## config.mk

```make
export PLATFORM = sky130hd
export DESIGN_NAME = pipe_skid_stage
export DESIGN_NICKNAME = d
export VERILOG_FILES = /design/src/rtl/pipe_pkg.sv /design/src/rtl/pipe_perf_counter.sv /design/src/rtl/pipe_skid_stage.sv
export SDC_FILE = /design/constraint.sdc
export NUM_CORES = 1
export LEC_CHECK = 0
export BUFFER_PORTS_ARGS = -buffer_cell sky130_fd_sc_hd__clkbuf_2
export CAP_MARGIN = 10
export CORE_MARGIN = 10
export CORE_UTILIZATION = 40
export CTS_BUF_LIST = sky130_fd_sc_hd__clkbuf_4 sky130_fd_sc_hd__clkbuf_8 sky130_fd_sc_hd__clkbuf_16
export DETAILED_ROUTE_END_ITERATION = 6
export RECOVER_POWER = 50
export SLEW_MARGIN = 20
export SYNTH_ARGS = -nofsm -noshare
export SYNTH_HDL_FRONTEND = slang
export SYNTH_SLANG_ARGS = --single-unit
```

## constraint.sdc

```tcl
create_clock -name clk -period 4.2 [get_ports clk]
set_clock_uncertainty 0.1 [all_clocks]
set_input_delay 0.21 -clock clk [delete_from_list [all_inputs] [get_ports clk]]
set_output_delay 0.21 -clock clk [all_outputs]
set_load 0.05 [all_outputs]
```

## src/rtl/pipe_pkg.sv

```systemverilog
// Shared types and default sizes for the elastic pipeline stage and its
// performance counters.
package pipe_pkg;

    typedef enum logic [1:0] {
        EMPTY = 2'd0,
        BUSY  = 2'd1,
        FULL  = 2'd2
    } skid_state_t;

    localparam int DEFAULT_WIDTH = 64;
    localparam int DEFAULT_CNT_W = 32;

endpackage

```

## src/rtl/pipe_perf_counter.sv

```systemverilog
// Event counter for the performance-monitor bus: optional saturation,
// synchronous clear that wins over increment.
module pipe_perf_counter #(
    parameter int CNT_W    = 32,
    parameter bit SATURATE = 1'b0
) (
    input  logic             clk,
    input  logic             rst_n,
    input  logic             inc,
    input  logic             clr,
    output logic [CNT_W-1:0] count
);

    logic [CNT_W-1:0] count_q;
    logic [CNT_W-1:0] count_d;

    always_comb begin
        count_d = count_q;
        if (clr) begin
            count_d = '0;
        end else if (inc) begin
            if (!(SATURATE && (count_q == {CNT_W{1'b1}}))) begin
                count_d = count_q + 1'b1;
            end
        end
    end

    always_ff @(posedge clk or negedge rst_n) begin
        if (!rst_n) begin
            count_q <= '0;
        end else begin
            count_q <= count_d;
        end
    end

    assign count = count_q;

endmodule

```

## src/rtl/pipe_skid_stage.sv

```systemverilog
// Two-entry elastic valid/ready stage with registered valid, ready and data,
// plus stall and transfer counters.
module pipe_skid_stage
    import pipe_pkg::*;
#(
    parameter int WIDTH = DEFAULT_WIDTH,
    parameter int CNT_W = DEFAULT_CNT_W
) (
    input  logic             clk,
    input  logic             rst_n,
    input  logic             flush,
    input  logic             in_valid,
    input  logic [WIDTH-1:0] in_data,
    output logic             in_ready,
    output logic             out_valid,
    output logic [WIDTH-1:0] out_data,
    input  logic             out_ready,
    input  logic             cnt_clr,
    output logic [CNT_W-1:0] stall_cnt,
    output logic [CNT_W-1:0] xfer_cnt
);

    skid_state_t      state_q, state_d;
    logic [WIDTH-1:0] main_q, main_d;
    logic [WIDTH-1:0] skid_q, skid_d;
    logic             in_hs;
    logic             out_hs;

    // Both handshake qualifiers come from the state register, so neither
    // ready nor valid has a combinational path from the opposite side.
    assign in_ready  = (state_q != FULL);
    assign out_valid = (state_q != EMPTY);
    assign out_data  = main_q;
    assign in_hs     = in_valid & in_ready;
    assign out_hs    = out_valid & out_ready;

    always_comb begin
        state_d = state_q;
        main_d  = main_q;
        skid_d  = skid_q;
        if (flush) begin
            state_d = EMPTY;
        end else begin
            unique case (state_q)
                EMPTY: begin
                    if (in_hs) begin
                        main_d  = in_data;
                        state_d = BUSY;
                    end
                end
                BUSY: begin
                    if (in_hs && out_hs) begin
                        main_d = in_data;
                    end else if (in_hs) begin
                        skid_d  = in_data;
                        state_d = FULL;
                    end else if (out_hs) begin
                        state_d = EMPTY;
                    end
                end
                FULL: begin
                    if (out_hs) begin
                        main_d  = skid_q;
                        state_d = BUSY;
                    end
                end
                default: state_d = EMPTY;
            endcase
        end
    end

    always_ff @(posedge clk or negedge rst_n) begin
        if (!rst_n) begin
            state_q <= EMPTY;
            main_q  <= '0;
            skid_q  <= '0;
        end else begin
            state_q <= state_d;
            main_q  <= main_d;
            skid_q  <= skid_d;
        end
    end

    pipe_perf_counter #(
        .CNT_W    (CNT_W),
        .SATURATE (1'b1)
    ) u_stall_cnt (
        .clk   (clk),
        .rst_n (rst_n),
        .inc   (out_valid & ~out_ready),
        .clr   (cnt_clr),
        .count (stall_cnt)
    );

    pipe_perf_counter #(
        .CNT_W    (CNT_W),
        .SATURATE (1'b0)
    ) u_xfer_cnt (
        .clk   (clk),
        .rst_n (rst_n),
        .inc   (out_hs),
        .clr   (cnt_clr),
        .count (xfer_cnt)
    );

endmodule

```

==> metrics list, run 1 <==
* Run status: complete, but fails checks
- The final reports fail on capacitance limit, slew limit.
* Clk_lat worst skew: 430 ps
- Yosys instantiated no cell more often than dfrtp_1.
* Die Outline Area: 28200 um2
- After detailed routing, the number of remaining DRC violations is 0.
- Buffers inserted to repair hold after CTS numbered 67.
- Proportion of power drawn by flip-flops and latches: 47.2%
* Timing-limited maximum frequency: 380 MHz
* Post-synth top area cell: dfrtp_1
- Once placement finished, the instance area stood at 10000 um2.
* Non-filler cells in the finished layout: 1318
* Overflow left after global routing: 0
* Clk pwr share: 32.6%
- Die outline width: 168 um
* Net count, final: 1096
- Tightest hold margin: 137 ps
* R2r startpoint: u_stall_cnt.count[8]
- The congestion estimate from routability-driven global placement came to 0.824.
- Number of placed cells counting well taps: 1218
* Final Routed Wirelength: 22100 um
- Endpoint arrival time on the critical path: 2800 ps
* Layout overhead on the synthesized area: 26.8%
- The mapped netlist covers 8760 um2.
- Vias in the first global route: 6676
- Clock root buffer: clkbuf_16
* Post-layout instance area: 11100 um2
- Synth Register Bits: 194
- Net switching power of the design: 1.63 mW
* Vias per std cell: 5.05
* Ratio of final minimum period to clock period: 62.6%
- Averaged over all synthesized cells, the footprint is 11.2 um2.
- For this run, the leading register cell type out of synthesis is dfrtp_1.
- Measured along the y axis, the die boundary spans 168 um.
- Total power: 4.90 mW
- Initial cell density of the core: 40.4%
- In this run the worst hold path is classified as primary input to flip-flop.
* Clock-pin slew on the worst setup and hold paths: 70 ps
- The critical path starts at rst_n.
- Summed over its instances, the top area cell type makes up 55.4% of the synthesized netlist area.
* Number of buffers inserted during clock tree synthesis: 17
- Across the run, the number of max-cap violations was 1.
- Pleak: 4.73 nW
- The first detailed-routing pass ran for 4 iterations.
* Async set-reset flop share out of synthesis: 100%
* DRT iter0 DRCs: 341
- Syn. warnings: 0
- Critical Path Start Type: primary input
- Of the cells placed in the final design, the portion with a size suffix greater than 1 is 18.6%.
- Post-synthesis net count: 853
- Setup TNS Final: 0 ps
* Nature of the critical path endpoint: async pin
* Clock period minus worst slack: 2630 ps
- CP required: 4370 ps
- First-pass GRT wire length: 35900 um
- Switching share of power: 33.4%
- Total of buffers placed on input and output ports: 199
* Placement row count: 54
* Slew at the pin with the worst max-slew slack: 1530 ps
- In this run, distinct cell masters in the synthesized netlist total 46.
* Number of routed nets with antenna violations: 0
* HPWL after detailed placement: 14400 um
- The number of setup buffers added after CTS is 0.
* Cell Pwr Density: 441 nW/um2
- The initial antenna violation count is 1.
* Logic gate share of total power: 20.2%
* Post-synth EDFFs: 0
- Largest net degree at the start of global routing: 113
- TritonCTS built the clock tree.
- The final hold violation count is 0.
- 200 I/O pins were placed.
* GRT Total Usage: 15.3%
* Max IR drop VDD: 0.291 mV
- Proportion of synthesized chip area in sequential cells: 55.4%
- Type of the worst setup path: primary input to async pin
- Cell internal power was estimated by the tool at 3.26 mW.
* Clock tree sinks: 194
- Setup violations remaining at the end of the flow were counted as 0.
- Max-slew violation count: 62
- The worst pin sits at a relative slew slack of -2.17%.
* Unrepaired setup endpoints after global routing: no
- The core region is 21700 um2.
* PostCTS Resize Cnt: 0
* Min-Delay Startpoint: in_valid
- Along the worst path, the maximum fanout reaches 112.
- By area the synthesized netlist is led by dfrtp_1, mux2_2, mux2i_1.
- Most used standard cells in the synthesized netlist: dfrtp_1, nand2_1, o21ai_0
- After technology mapping, the gate count stands at 781.
- For this block, the via count after detailed routing is 6661.
- Detail-routed net length per standard cell: 16.8 um
- H-tree Lvls: 4
- Counting along the longest clock path gives a buffer depth of 2.
[final cells by class]
cell class              count  area (um2)
clock inverters            14         145
multi-input cells         532        3730
inverters                   6        22.5
repair buffers            273        1580
flip-flops and latches    194        4850
diodes                      1        2.50
clock buffers              18         433
fillers                  2016       10600
well taps                 280         350
[routing by layer]
| metal | track usage (%) | part of all wire [%] | vias up |
|---|---|---|---|
| met3 | 4.63 | 6.6 | 17 |
| met4 | 4.13 | 1.0 | 0 |
| met2 | 24.1 | 47 | 167 |
| met5 | 0 | 0 | - |
| li1 | - | - | 3228 |
| met1 | 20.0 | 46 | 3249 |
[sequential cells by signal, summed over array words and instances, names as in the netlist]
signal,count
u_xfer_cnt.count,32
skid_q,64
u_stall_cnt.count,32
state_q,2
out_data,64
[cells by family after synthesis]
group	Yosys count	synth area share (%)
AOI/OAI and AO/OA	109	7.35
xor gates and xnor gates	51	5.10
adders and majority gates	2	0.285
buffers and inverters	55	2.47
DFF	194	55.4
muxes	134	16.3
and+or+nand+nor	236	13.1
[worst paths after layout]
| check | to | slack (ps) | cells after the start |
|---|---|---|---|
| worst max-delay path | skid_q[51] | 1570 | 3 |
| worst min-delay path | state_q[0] | 140 | 4 |
| worst max register to register | u_stall_cnt.count[26] | 1680 | 5 |
| worst min register to register | out_data[48] | 380 | 2 |
| max in group clk | u_stall_cnt.count[26] | 1680 | 5 |
| min in group asynchronous | u_xfer_cnt.count[22] | 350 | 2 |
[layout by cell type (no fill, tap or decap), types with 21 or more instances in the layout]
cell	instances
clkbuf_1	126
clkbuf_2	73
dfrtp_1	194
dlygate4sd3_1	67
mux2_2	67
mux2i_1	67
nand2_1	82
nand3_1	21
nor2_1	62
o21ai_0	69
xnor2_1	25
xor2_1	26
[power by group through the flow]
stage	clock (mW)	combinational, mW	sequential [mW]
after floorplan	0	0.319	2.70
after global routing	1.73	1.07	2.34
after global placement	0	0.964	2.34
after detailed placement	0	0.987	2.34
final	1.59	0.990	2.31
after CTS	1.65	1.04	2.31
[through the flow]
stage	setup slack, ps	utilization [%]
2_1_floorplan	1700	-
3_3_place_gp	1720	46.3
3_5_place_dp	1660	46.3
4_1_cts	1660	52.0
5_1_grt	1150	51.2
6_report	1570	51.2
[worst max-delay path, cell delays in order]
cell	delay, ps
dlygate4sd3_1	540
clkbuf_8	670
clkbuf_2	1250
Power figures use the tool's default switching activity.
==> inputs of run 2 (changes only) <==
--- a/config.mk
+++ b/config.mk
@@ -5,6 +5,7 @@
 export SDC_FILE = /design/constraint.sdc
 export NUM_CORES = 1
 export LEC_CHECK = 0
+export ABC_AREA = 1
 export BUFFER_PORTS_ARGS = -buffer_cell sky130_fd_sc_hd__clkbuf_2
 export CAP_MARGIN = 10
 export CORE_MARGIN = 10
==> constraint.sdc (replaced) <==
create_clock -name clk -period 2.8 [get_ports clk]
set_clock_uncertainty 0.1 [all_clocks]
set_input_delay 0.14 -clock clk [delete_from_list [all_inputs] [get_ports clk]]
set_output_delay 0.14 -clock clk [all_outputs]
set_load 0.05 [all_outputs]
==> run 2 against run 1 <==
  * The run now ends clean
  * Synthesized cell count rose by 67%
  * Sequential power rose by 65%
  * Combinational power rose by 150%
  * First-iteration DRC count rose by 97%
  * Global-route usage rose by 1.7 points
  * Worst setup slack got worse by 990 ps
  * Via count rose by 34%
  * Clock power rose by 67%
  * Flip-flop and latch count did not move
==> metrics list, run 2 <==
* Run status: finished, final reports clean
* Setup-violating endpoint count in the final report: 0 (unchanged)
- The final routed wirelength across all metal layers came to 26400 um (+19%).
- Clk_lat worst skew: 440 ps (about the same)
- Endpoint arrival time on the critical path: 2440 ps (-360 ps)
- Number of routed nets with antenna violations: 0 (unchanged)
- Total of buffers placed on input and output ports: 199 (unchanged)
* Cell with the largest stage delay on the worst path: dfrtp_1
- The number of slew-limit violations in the final report was 0 (-100%).
* First-pass GRT wire length: 43500 um (+21%)
- In this run the critical register-to-register path is captured at u_stall_cnt.count[3].
- The share of the yosys chip area belonging to registers came to 49.9% (-5.5 points).
* Post-synth top area cell: dfrtp_1
- Most repeated library cell on the critical path: nand2_1
* Layout overhead on the synthesized area: 25.6%
- Slack of the worst reg-to-reg path: 580 ps (-1100 ps)
* Number of buffers inserted during clock tree synthesis: 17 (unchanged)
- For hold timing, the worst endpoint is u_xfer_cnt.count[0].
- The internal power contribution was 5.44 mW (+67%).
* Cells taking the most area after synthesis: dfrtp_1, nand2_1, o21ai_0
- Leading cell type in the layout, fill and taps excluded: nand2_1
- Synth Register Bits: 194 (unchanged)
* Number of remaining DRC errors: 0 (unchanged)
- The number of sinks on the clock net was 194 (unchanged).
* Proportion of layout cells with a drive suffix above 1: 13.0% (-5.6 points)
* H-tree Lvls: 4 (unchanged)
- Detail-routed net length per standard cell: 14.0 um (-17%)
- The final HPWL from detailed placement is 18000 um (+25%).
- The total leakage power came to 6.01 nW (+27%).
- Top Family by Delay on Critical Path: simple AND/OR/NAND/NOR gates
* Unrepaired setup endpoints after global routing: no
* Proportion of power drawn by flip-flops and latches: 42.6% (-4.6 points)
* Cell area after synthesis: 9740 um2 (+11%)
- In the finished design, the share of the clock period the worst path needs comes to 79.4%.
* Share of Yosys cell area claimed by the top area cell type: 49.9% (-5.5 points)
- The setup TNS after final layout is 0 ps (unchanged).
* Syn. warnings: 0 (unchanged)
- The initial antenna violation count is 0 (-1).
- Worst slew margin: 11.5% (+14 points)
- Length in cells of the worst reg-to-reg path: 10 (+5)
* Nature of the critical path endpoint: flip-flop
- Type of the worst min-delay path: primary input to flip-flop
- The share of async-settable or async-resettable flops after synthesis came to 100% (unchanged).
* Hold path depth: 2 (-2)
- The number of maximum-capacitance violations came to 0 (-1).
* Switching share of power: 39.1% (+5.7 points)
- The highest ir drop seen on vdd came to 0.386 mV (+32%).
- The count of TritonRoute iterations in the first routing pass is 5 (+1).
* Net count, final: 1619 (+48%)
- Timing would allow up to 450 MHz.
* Cell-by-cell listing of the critical path: ha_1 > nand2_1 > nor2_2 > nand2_2 > nor2_4 > nand3_2 > nand2_4 > inv_4 > nand2_1 > o21ai_2
- Synthesized instance count: 1307 (+67%)
- TritonCTS built the clock tree.
- Clk pwr share: 29.8% (-2.8 points)
- Initial cell density of the core: 40.4% (about the same)
- The total setup buffers inserted after CTS came to 0 (unchanged).
* I/O pin total: 200 (unchanged)
* Post-synthesis net count: 1379 (+62%)
* Vias in the first global route: 8560 (+28%)
- In the synthesized netlist the dominant register cell turns out to be dfrtp_1.
- The worst setup path is launched from a flip-flop.
- Logic gate share of total power: 27.6% (+7.4 points)
- The number of gates resized after cts was 0 (unchanged).
- Worst Path Max Fanout: 50 (-55%)
- By count the netlist is led by nand2_1, dfrtp_1, inv_1.
- Vias per std cell: 4.72 (-6.6%)
- The via count came to 8897 (+34%).
- The post-CTS clock slew at the launch and capture registers of the worst setup and hold paths was 80 ps (about the same).
* R2r startpoint: u_stall_cnt.count[1]
- Yosys cell types: 39 (-15%)
* Utilization after layout: 50.7% (-0.50 points)
* Number of hold buffers added after CTS: 66 (-1.5%)
* Number of buffer and inverter instances along the worst setup path: 1 (-2)
- The power spent charging and discharging nets is 3.50 mW (+110%).
* Placement row count: 57 (+5.6%)
- Min-Delay Startpoint: cnt_clr
- Final antenna diode count: 0 (-1)
- DRT iter0 DRCs: 672 (+97%)
* Tightest hold margin: 77.7 ps (-59.6 ps)
- Die extent in y: 176 um (+4.8%)
- The ratio of total power to cell area is 731 nW/um2 (+66%).
* Die outline width: 176 um (+4.8%)
- The count of flip-flops with a built-in enable after synthesis is 0 (unchanged).
- Mapped Avg Cell Area: 7.45 um2 (-34%)
* Final number of hold-violating endpoints: 0 (unchanged)
* Max incr delay on CP: 400 ps (-850 ps)
- Clock tree synthesis selected as its root buffer the cell clkbuf_16.
- Most used cells in the layout excluding fill and tap cells: nand2_1, dfrtp_1, inv_1, nor2_1, o21ai_0
- Clock period minus worst slack: 2220 ps
- Type of the worst setup path: flip-flop to flip-flop
- Standard cell core area: 24100 um2 (+11%)
- The total congestion overflow after global routing was 0 (unchanged).
- The required time of the critical path was 3020 ps (-1350 ps).
- Cell with the most instances after synthesis: nand2_1
* Largest net degree at the start of global routing: 132 (+17%)
- GRT Total Usage: 17.0% (+1.7 points)
* Max Root-Sink Buffers: 2 (unchanged)
- Die Outline Area: 31000 um2 (+9.7%)
- Slew at the pin with the worst max-slew slack: 1330 ps (-205 ps)
- The global placer's final weighted congestion is 0.817 (-0.85%).
-- run 2: changes by cell type after synthesis, moves of 12 or more --
cell | before | now
clkbuf_1 | 39 | 18
xnor2_1 | 25 | 3
mux2_2 | 67 | 0
o21a_1 | 0 | 12
buf_2 | 7 | 30
nand3_1 | 22 | 44
mux2i_1 | 67 | 0
nand2_1 | 82 | 352
o21ai_0 | 69 | 159
nor2_1 | 62 | 161
nand4_1 | 17 | 4
a21oi_1 | 10 | 70
inv_1 | 6 | 183
xor2_1 | 26 | 6
-- run 2: routing by layer --
metal	track usage (%)	part of all wire, %	up-vias
met2	27.4	46	179
li1	-	-	4557
met4	3.46	0.74	0
met1	22.8	48	4148
met5	0	0	-
met3	4.14	4.6	13
-- run 2: worst register-to-register path, cell delays in order, from the launching register on --
cell and delay [ps]:
dfrtp_1 400, ha_1 190, nand2_1 80, nor2_2 190, nand2_2 140, nor2_4 210, nand3_2 120, nand2_4 390
inv_4 140, nand2_1 100, o21ai_2 50
-- run 2: cell type report --
class	count	area, um2
multi-input combinational	872	3940
sequential	194	4850
inverter	187	704
clock inverter	15	220
fill	2459	11900
clock buffer	17	425
timing repair buffer	275	1690
tap	324	405
-- run 2: metrics by stage --
step                instance area, um2  setup slack (ps)  power, mW  instances
floorplan                         9740               670       5.65       1307
global placement                 11000               661       6.31       1786
detailed placement               11000               584       6.36       1786
CTS                              12400               563       9.13       1884
global route                     12200               243       9.47       1884
finish                           12200               578       8.94       1884
-- run 2: cell families after synthesis --
logic type      synth area share, %
fa+ha+maj                     0.257
flops                          49.9
xor+xnor                      0.810
compound gates                 14.3
simple gates                   24.9
buf+inv                        9.93
-- run 2: power groups by stage --
stage,clock network (mW),logic (mW),registers [mW]
global route,2.83,2.74,3.89
finish,2.66,2.47,3.81
global placement,0,2.45,3.85
detailed placement,0,2.50,3.86
CTS,2.74,2.58,3.82
floorplan,0,0.888,4.76
-- run 2: how the worst max path moves through the flow --
stage                               startpoint  cells past startpoint              endpoint  slack, ps
final                     u_stall_cnt.count[1]                     10  u_stall_cnt.count[3]        580
after global routing                     rst_n                      3          out_data[46]        240
after CTS                 u_stall_cnt.count[1]                     10  u_stall_cnt.count[3]        560
after detailed placement  u_stall_cnt.count[0]                     10  u_stall_cnt.count[3]        580
after global placement    u_stall_cnt.count[0]                     10  u_stall_cnt.count[3]        660
after floorplan           u_stall_cnt.count[1]                     11  u_stall_cnt.count[3]        670
